File: src/rtl/phoenix_loader_pkg.sv
// rtl/phoenix_loader_pkg.sv - shared types, sizes and region lookup for the Phoenix ROM loader
//
// Purpose: state and region enums, default ROM region sizes, and the
//          address -> region lookup used by the region decoder.
package phoenix_loader_pkg;

    localparam int PROG_SIZE_DEF   = 16384;
    localparam int BG_SIZE_DEF     = 4096;
    localparam int FG_SIZE_DEF     = 4096;
    localparam int PROM_SIZE_DEF   = 512;
    localparam int HOLD_CYCLES_DEF = 1024;

    localparam int ADDR_W  = 25;
    localparam int LOCAL_W = 14;
    localparam int CNT_W   = 17;

    typedef enum logic [2:0] {IDLE, LOAD, HOLD, RUN, ERROR} state_t;

    typedef enum logic [2:0] {R_PROG, R_BG, R_FG, R_PROM, R_NONE} region_id_t;

    typedef struct packed {
        region_id_t        id;
        logic [ADDR_W-1:0] base;
    } region_t;

    // Regions are laid out back to back: program, bg, fg, colour PROM.
    // Anything at or beyond the end of the PROM region maps to R_NONE.
    function automatic region_t region_of(input logic [ADDR_W-1:0] addr,
                                          input int prog_size,
                                          input int bg_size,
                                          input int fg_size,
                                          input int prom_size);
        region_t           r;
        logic [ADDR_W-1:0] bg_base;
        logic [ADDR_W-1:0] fg_base;
        logic [ADDR_W-1:0] prom_base;
        logic [ADDR_W-1:0] end_addr;
        bg_base   = ADDR_W'(prog_size);
        fg_base   = ADDR_W'(prog_size + bg_size);
        prom_base = ADDR_W'(prog_size + bg_size + fg_size);
        end_addr  = ADDR_W'(prog_size + bg_size + fg_size + prom_size);
        if (addr < bg_base) begin
            r.id   = R_PROG;
            r.base = '0;
        end else if (addr < fg_base) begin
            r.id   = R_BG;
            r.base = bg_base;
        end else if (addr < prom_base) begin
            r.id   = R_FG;
            r.base = fg_base;
        end else if (addr < end_addr) begin
            r.id   = R_PROM;
            r.base = prom_base;
        end else begin
            r.id   = R_NONE;
            r.base = end_addr;
        end
        return r;
    endfunction

endpackage

File: src/rtl/phoenix_rom_region_dec.sv
// rtl/phoenix_rom_region_dec.sv - combinational download address to ROM region decoder
//
// Ports:
//   addr        in   25  download byte address
//   region      out  id  region the byte belongs to (R_NONE if past the image)
//   local_addr  out  14  address relative to the region base
module phoenix_rom_region_dec
    import phoenix_loader_pkg::*;
#(
    parameter int PROG_SIZE = PROG_SIZE_DEF,
    parameter int BG_SIZE   = BG_SIZE_DEF,
    parameter int FG_SIZE   = FG_SIZE_DEF,
    parameter int PROM_SIZE = PROM_SIZE_DEF
) (
    input  logic [ADDR_W-1:0]  addr,
    output region_id_t         region,
    output logic [LOCAL_W-1:0] local_addr
);

    region_t r;

    always_comb begin
        r          = region_of(addr, PROG_SIZE, BG_SIZE, FG_SIZE, PROM_SIZE);
        region     = r.id;
        local_addr = LOCAL_W'(addr - r.base);
    end

endmodule

File: src/rtl/phoenix_rom_loader.sv
// rtl/phoenix_rom_loader.sv - sequences the HPS ROM download into the Phoenix ROM regions
//
// Ports:
//   clk, reset                 clock, asynchronous active-high reset
//   dn_download, dn_wr         download active, one-cycle byte strobe
//   dn_addr[24:0], dn_data[7:0] download byte address and data
//   user_reset                 menu/button reset
//   wr_addr[13:0], wr_data[7:0] region-local write address and data
//   prog_we, bg_we, fg_we, prom_we  one-hot region write enables
//   core_reset                 reset to the Phoenix core
//   load_ok, load_err          result of the last download
module phoenix_rom_loader
    import phoenix_loader_pkg::*;
#(
    parameter int PROG_SIZE   = PROG_SIZE_DEF,
    parameter int BG_SIZE     = BG_SIZE_DEF,
    parameter int FG_SIZE     = FG_SIZE_DEF,
    parameter int PROM_SIZE   = PROM_SIZE_DEF,
    parameter int HOLD_CYCLES = HOLD_CYCLES_DEF
) (
    input  logic               clk,
    input  logic               reset,
    input  logic               dn_download,
    input  logic               dn_wr,
    input  logic [ADDR_W-1:0]  dn_addr,
    input  logic [7:0]         dn_data,
    input  logic               user_reset,
    output logic [LOCAL_W-1:0] wr_addr,
    output logic [7:0]         wr_data,
    output logic               prog_we,
    output logic               bg_we,
    output logic               fg_we,
    output logic               prom_we,
    output logic               core_reset,
    output logic               load_ok,
    output logic               load_err
);

    localparam int TOTAL  = PROG_SIZE + BG_SIZE + FG_SIZE + PROM_SIZE;
    localparam int HOLD_W = $clog2(HOLD_CYCLES + 1);

    state_t             state;
    state_t             state_next;
    logic               dl_q;
    logic               dl_rise;
    logic               dl_fall;
    logic               accept;
    logic [CNT_W-1:0]   byte_cnt;
    logic [CNT_W-1:0]   byte_cnt_next;
    logic               ovf;
    logic               ovf_next;
    logic [HOLD_W-1:0]  hold_cnt;
    logic [HOLD_W-1:0]  hold_cnt_next;
    region_id_t         region;
    logic [LOCAL_W-1:0] local_addr;

    phoenix_rom_region_dec #(
        .PROG_SIZE (PROG_SIZE),
        .BG_SIZE   (BG_SIZE),
        .FG_SIZE   (FG_SIZE),
        .PROM_SIZE (PROM_SIZE)
    ) u_dec (
        .addr       (dn_addr),
        .region     (region),
        .local_addr (local_addr)
    );

    always_ff @(posedge clk or posedge reset) begin
        if (reset) begin
            state <= IDLE;
        end else begin
            state <= state_next;
        end
    end

    always_comb begin
        dl_rise       = dn_download & ~dl_q;
        dl_fall       = ~dn_download & dl_q;
        accept        = (state == LOAD) && dn_wr;
        state_next    = state;
        hold_cnt_next = hold_cnt;
        byte_cnt_next = byte_cnt;
        if (accept && (byte_cnt != '1)) begin
            byte_cnt_next = byte_cnt + CNT_W'(1);
        end
        ovf_next = ovf | (accept && (region == R_NONE));

        if (dl_rise) begin
            // A fresh download restarts from any state, discarding earlier status.
            state_next    = LOAD;
            byte_cnt_next = '0;
            ovf_next      = 1'b0;
        end else begin
            case (state)
                LOAD: begin
                    // The size check uses the _next values so a strobe that
                    // coincides with the falling edge of dn_download counts.
                    if (dl_fall) begin
                        if ((byte_cnt_next == CNT_W'(TOTAL)) && !ovf_next) begin
                            state_next    = HOLD;
                            hold_cnt_next = HOLD_W'(HOLD_CYCLES);
                        end else begin
                            state_next = ERROR;
                        end
                    end
                end
                HOLD: begin
                    if (user_reset) begin
                        hold_cnt_next = HOLD_W'(HOLD_CYCLES);
                    end else if (hold_cnt == '0) begin
                        state_next = RUN;
                    end else begin
                        hold_cnt_next = hold_cnt - HOLD_W'(1);
                    end
                end
                default: ;
            endcase
        end
    end

    always_ff @(posedge clk or posedge reset) begin
        if (reset) begin
            dl_q       <= 1'b0;
            byte_cnt   <= '0;
            ovf        <= 1'b0;
            hold_cnt   <= '0;
            wr_addr    <= '0;
            wr_data    <= '0;
            prog_we    <= 1'b0;
            bg_we      <= 1'b0;
            fg_we      <= 1'b0;
            prom_we    <= 1'b0;
            core_reset <= 1'b1;
            load_ok    <= 1'b0;
            load_err   <= 1'b0;
        end else begin
            dl_q     <= dn_download;
            byte_cnt <= byte_cnt_next;
            ovf      <= ovf_next;
            hold_cnt <= hold_cnt_next;
            prog_we  <= accept && (region == R_PROG);
            bg_we    <= accept && (region == R_BG);
            fg_we    <= accept && (region == R_FG);
            prom_we  <= accept && (region == R_PROM);
            if (accept) begin
                wr_addr <= local_addr;
                wr_data <= dn_data;
            end
            // In RUN this registers user_reset, giving the one-clock follow delay.
            core_reset <= (state_next == RUN) ? user_reset : 1'b1;
            if (dl_rise) begin
                load_ok  <= 1'b0;
                load_err <= 1'b0;
            end else begin
                if (state_next == HOLD) begin
                    load_ok <= 1'b1;
                end
                if (state_next == ERROR) begin
                    load_err <= 1'b1;
                end
            end
        end
    end

endmodule

File: config.mk
export PLATFORM = sky130hd
export DESIGN_NAME = phoenix_rom_loader
export DESIGN_NICKNAME = d
export VERILOG_FILES = /design/src/rtl/phoenix_loader_pkg.sv /design/src/rtl/phoenix_rom_region_dec.sv /design/src/rtl/phoenix_rom_loader.sv
export SDC_FILE = /design/constraint.sdc
export NUM_CORES = 1
export LEC_CHECK = 0
export BUFFER_PORTS_ARGS = -buffer_cell sky130_fd_sc_hd__buf_2
export CAP_MARGIN = 15
export CORE_AREA = 2 2 89 82
export CTS_BUF_LIST = sky130_fd_sc_hd__clkbuf_4
export DETAILED_ROUTE_END_ITERATION = 12
export DIE_AREA = 0 0 91 84
export PLACE_DENSITY = 0.72
export SYNTH_ARGS = -nofsm -noshare
export SYNTH_HDL_FRONTEND = slang
export SYNTH_HIERARCHICAL = 1
export SYNTH_SLANG_ARGS = --single-unit
File: constraint.sdc
create_clock -name clk -period 3.8 [get_ports clk]
set_input_delay 0.76 -clock clk [delete_from_list [all_inputs] [get_ports clk]]
set_output_delay 0.76 -clock clk [all_outputs]
set_load 0.005 [all_outputs]
; Word level (Yosys, flattened, before mapping)
; Cells that the tools add are included.
[op_classes]
n_addsub = 3
order_cmp = 4
eq_ne = 14
n_mux = 23
n_bitwise = 6
n_reduce_logical = 15
[op_table]
columns = op, count
row1 = $mux 28, 4
row2 = $lt 25x15->1 const B, 4
row3 = $mux 11, 4
row4 = $mux 17, 2
row5 = $pmux 11 s2, 1
row6 = $add 17x1->17 const B, 1
row7 = $eq 17x15->1 const B, 1
row8 = $ne 17x17->1 const B, 1
row9 = $eq 3x2->1 const B, 5
row10 = $mux 3, 5
row11 = $sub 14x14->14, 1
row12 = $logic_not 11->1, 1
row13 = $sub 11x1->11 const B, 1
row14 = $logic_and 1x1->1, 8
row15 = $eq 3x1->1 const B, 2
row16 = $eq 3x3->1 const B, 2
row17 = $mux 1, 6
row18 = $pmux 3 s2, 1
row19 = $reduce_bool 2->1, 3
row20 = $reduce_and 5->1, 1
row21 = $logic_not 3->1, 1
row22 = $ne 3x3->1 const B, 1
row23 = $not 1->1, 3
row24 = $and 1x1->1, 2
row25 = other kinds (4), 4
[word_totals]
register_bits = 62
input_bits = 38
output_inout_bits = 29
wordCells = 79

; Longest topological paths before layout
[depth]
ltp_word = 17
mapped_depth = 15
ltp_nobuf = 12

; By module
; Netlist, hierarchy kept.
[by_module_without_submodules]
columns = module, n_inst, cells_each, area_per_inst_um2, seq_area_each_um2
row1 = phoenix_rom_loader, 1, 329, 3000.4, 1552.7
row2 = phoenix_rom_region_dec, 1, 36, 270.3, 0.0

; Worst setup path after synthesis
; OpenSTA, ideal clock, no wires.
[synth_timing]
path_kind = input-to-reg
start = in dn_addr[18]
end = reg hold_cnt[10]
setup_ns = 0.121
arrival_ns = 3.327
t_required_ns = 3.679
path_slack_ns = 0.352
cell_stages = 11
n_path_buf = 0
path_cell_list = or4_4 -> nor4_4 -> and3_1 -> a21boi_2 -> nor3b_1 -> nor4_1 -> a21oi_1 -> a211oi_1 -> a41oi_1 -> or4_1 -> a22o_1
[synth_between]
elab_chain_cells = 12
elab_cells_between_ends = 15
classes_between = order compare (4) / eq/ne (2) / mux (4) / bitwise (1) / reduce/logical (4)
[synth_lines]
columns = item, line_no
row1 = from (decl), phoenix_rom_loader.sv:25  ; input logic [ADDR_W-1:0] dn_addr,
row2 = $lt 25x15->1, phoenix_loader_pkg.sv:51  ; end else if (addr < end_addr) begin
row3 = $mux 28, phoenix_loader_pkg.sv:51
row4 = $mux 28, phoenix_loader_pkg.sv:48  ; end else if (addr < prom_base) begin
row5 = $mux 28, phoenix_loader_pkg.sv:45  ; end else if (addr < fg_base) begin
row6 = $mux 28 *, phoenix_loader_pkg.sv:42  ; if (addr < bg_base) begin
row7 = via region[0], phoenix_rom_loader.sv:54  ; region_id_t region;
row8 = $eq 3x3->1 *, phoenix_rom_loader.sv:86  ; ovf_next = ovf | (accept && (region == R_NONE));
row9 = $logic_and 1x1->1 *, phoenix_rom_loader.sv:86
row10 = $or 1x1->1 *, phoenix_rom_loader.sv:86
row11 = $logic_not 1->1 *, phoenix_rom_loader.sv:99  ; if ((byte_cnt_next == CNT_W'(TOTAL)) && !ovf_next) begin
row12 = $logic_and 1x1->1 *, phoenix_rom_loader.sv:99
row13 = $ne 2x1->1 (no line) *, n/a
row14 = $reduce_and 5->1 (no line) *, n/a
row15 = to (signal assigned), phoenix_rom_loader.sv:140  ; hold_cnt <= hold_cnt_next;
row16 = to (decl), phoenix_rom_loader.sv:52  ; logic [HOLD_W-1:0] hold_cnt;
; The timed path passes the listed nets; every way through them passes the cells marked *.
; A chain may end at the register's enable or synchronous reset.

; Final worst setup path
[layout_timing]
start = reg byte_cnt[8]
end = reg hold_cnt[10]
[layout_between]
elab_chain_cells = 7
elab_cells_between_ends = 8
classes_between = add/sub (1) / eq/ne (3) / mux (1) / reduce/logical (3)
[layout_lines]
columns = item, line_no
row1 = from (decl), phoenix_rom_loader.sv:48  ; logic [CNT_W-1:0] byte_cnt;
row2 = from (signal assigned), phoenix_rom_loader.sv:138  ; byte_cnt <= byte_cnt_next;
row3 = branches (longest 2 deep; another with $add 17x1->17), n/a
row4 = $mux 17 *, phoenix_rom_loader.sv:83  ; if (accept && (byte_cnt != '1)) begin
row5 = $eq 17x15->1 *, phoenix_rom_loader.sv:99
row6 = $logic_and 1x1->1 *, phoenix_rom_loader.sv:99
row7 = $ne 2x1->1 (no line) *, n/a
row8 = $reduce_and 5->1 (no line) *, n/a
; Mark *: on every way between the ends.

==> run metrics <==
Detail Placement HPWL 5.000 mm; post-cts sizing count 0; MaxCap Viol Count 0; clock group share of total power 29.3%; via count 2763; period utilization 94.57%; H-tree Lvls 3; Die W 91 µm; CP startpoint kind flop; Logic pwr share 21.5%; Top Ports 67; wirelength, routed 7.044 mm; Starting Density 47.95%; Mapped Cells 365; row cnt 29; asr flop ratio synth 100.0%; Slew Limit Fails 0; # nets final 476; Reg area 1553 µm²; EDFF count, synth 0; final std cells w/o fill 530; clk buf depth 2; R2R depth 13; CP Data Arrival Time 3.90 ns; Setup Skew 0.01974 ns; syn avg cell area 8.961 µm²; Layout fillers 648; fin crit period 3.594 ns; Seq/Total Area, Yosys 47.48%; initial antenna violation count 0; Port Buffers 66; vias in the first global route 2665; Slew headroom 28.05%; Num Clock Sinks 62; leakage 1.927 nW; layout cells sized above 1 24.49%; Root Buffer clkbuf_4; Syn Std Cell Area 3271 µm²; Fin Hold WS 0.3244 ns; Initial DRC Count 115; Post-Syn Nets 409; DR DRC count 0; synth top area cells dfrtp_1, nand2_1, xor2_1; fmax 0.2783 GHz; sw frac 30.39%; final global-route overflow total 0; clock buffer count from CTS 9; critical path endpoint category flop; clk_lat worst skew 0.41 ns; post-route ant nets 0; PD cells 446.7 nW/µm²; number of hold buffers added after cts 0; WL/cell 13.29 µm; clock-pin slew on the worst setup and hold paths 0.12 ns; # placed instances 514; DR vias/cell 5.213; Worst Hold Class in -> async; worst vdd ir 0.2362 mV; routability cong. 0.8715; DIE AREA 7644 µm²; setup violators final 0; RR Endpoint hold_cnt[10]$_DFFE_PP0P_; Netlist cell types 56; diode count 0; Main synth FF type dfrtp_1; placed inst area 3697 µm²; P_int 1.206 mW; core area 6822 µm²; CTS tree built; status complete, no violations; switching power total 0.5266 mW; Final Power 1.733 mW; Core Util, Final 56.86%; Seq pwr share 49.2%; Hold Vio Cnt, Final 0; Pre-antenna DRT Iters 4; largest net degree at the start of global routing 45; Area growth, synth to finish 18.59%; yosys warns 6; total track usage 19.44%; R2R Path Start byte_cnt[8]$_DFF_PP0_; setup ws final 0.2065 ns; Synth top area share 46.67%; FF+latch count, synth 62; worst-margin pin slew 1.064 ns; Total Negative Setup Slacks 0 ns; crit path kind reg -> reg; Place WS 0.04270 ns; most area-hungry cell type in the Yosys netlist dfrtp_1; first-pass GRT wire length 12.08 mm; Die Y 84 µm; Multi-input gate area 1565 µm²; critical path peak fanout 7; Worst R2R Setup Slack 0.21 ns; cell area after layout 3879 µm²; buffer count from post-CTS setup fixing 0; Crit path required time 4.11 ns
[cells by family (layout without fill, tap and decap cells)]
family          after synthesis  in the layout  synth area share, %
compound gates               52             52                10.33
xor+xnor                     18             18                4.820
fa+ha+maj                     6              6                2.295
buf+inv                      39            111                5.891
flops                        62             62                47.48
mux                           3              3               0.9564
simple gates                185            185                28.23
[state kept, by name, summed over array words and instances, names as in the netlist]
name / cells
wr_data: 8
wr_addr: 14
core_reset: 1
dl_q: 1
load_ok: 1
load_err: 1
hold_cnt: 11
prom_we: 1
bg_we: 1
state: 3
fg_we: 1
byte_cnt: 17
prog_we: 1
ovf: 1
[cell usage in the layout, fill, tap and decap left out, types with 3 or more instances in the layout]
cell type | synthesis | routed
nand2b_1 | 6 | 6
ha_1 | 6 | 6
buf_4 | 9 | 13
xor2_1 | 13 | 13
or3_1 | 4 | 4
inv_1 | 16 | 15
a21oi_1 | 13 | 13
dfrtp_1 | 61 | 61
nand4_1 | 4 | 4
nor4b_1 | 5 | 5
clkbuf_4 | 0 | 9
and3_1 | 4 | 4
nor3_1 | 7 | 6
o21a_1 | 3 | 3
nand2_1 | 87 | 87
a21o_1 | 3 | 3
a31oi_1 | 8 | 8
nor2_1 | 30 | 30
buf_2 | 4 | 66
nor4_1 | 5 | 4
or4_1 | 6 | 6
nand3_1 | 7 | 7
xnor2_1 | 5 | 5
o21ai_0 | 9 | 9
[cell usage after synthesis, drive strengths merged (6+ instances only)]
master,number
nand2,87
dfrtp,61
nor2,30
inv,16
buf,15
a21oi,13
xor2,13
o21ai,11
a31oi,8
clkbuf,8
nand3,7
nor3,7
nor4,7
or4,7
ha,6
nand2b,6
[worst max-delay path, stage by stage, from the launching register on]
cell	delay [ns]
dfrtp_1	0.45
and4_1	0.29
and3_1	0.22
and3_1	0.19
and3_1	0.18
ha_1	0.28
buf_4	0.20
nor2b_1	0.22
o2111ai_1	0.14
a21o_1	0.21
a211oi_2	0.24
a41oi_1	0.18
or4_1	0.52
a22o_1	0.19
[power by group through the flow]
stage	logic [mW]	clock network [mW]	registers, mW
after CTS	0.374	0.519	0.852
after floorplan	0.205	0	0.860
after global placement	0.366	0	0.860
after detailed placement	0.375	0	0.862
final	0.372	0.508	0.853
after global routing	0.424	0.548	0.868
[per-layer routing]
| metal | part of all wire (%) | vias up | GRT usage (%) | wire length [µm] |
|---|---|---|---|---|
| met4 | 1.4 | 0 | 7.851 | 102 |
| met3 | 5.5 | 8 | 4.336 | 390 |
| met1 | 49 | 1298 | 27.03 | 3479 |
| li1 | - | 1372 | - | - |
| met2 | 44 | 85 | 29.56 | 3071 |
| met5 | 0 | - | 0 | 0 |
[cell type report]
class / instances / area share (%)
flip-flops and latches: 62 / 40.03
inverters: 16 / 1.548
well taps: 93 / 3.000
repair buffers: 79 / 11.03
multi-input cells: 264 / 40.35
clock buffers: 9 / 1.742
clock inverters: 7 / 2.290
[worst max-delay path by stage]
stage | from | end | slack [ns] | cells after the start
global route | byte_cnt[8]$_DFF_PP0_ | hold_cnt[10]$_DFFE_PP0P_ | -0.004 | 11
floorplan | dn_addr[18] | hold_cnt[10]$_DFFE_PP0P_ | 0.35 | 11
detailed placement | dn_addr[18] | hold_cnt[10]$_DFFE_PP0P_ | 0.04 | 12
finish | byte_cnt[8]$_DFF_PP0_ | hold_cnt[10]$_DFFE_PP0P_ | 0.21 | 13
global placement | dn_addr[18] | hold_cnt[10]$_DFFE_PP0P_ | 0.12 | 12
CTS | byte_cnt[8]$_DFF_PP0_ | hold_cnt[10]$_DFFE_PP0P_ | 0.10 | 11
No activity file was read; power rests on OpenSTA's default activity.
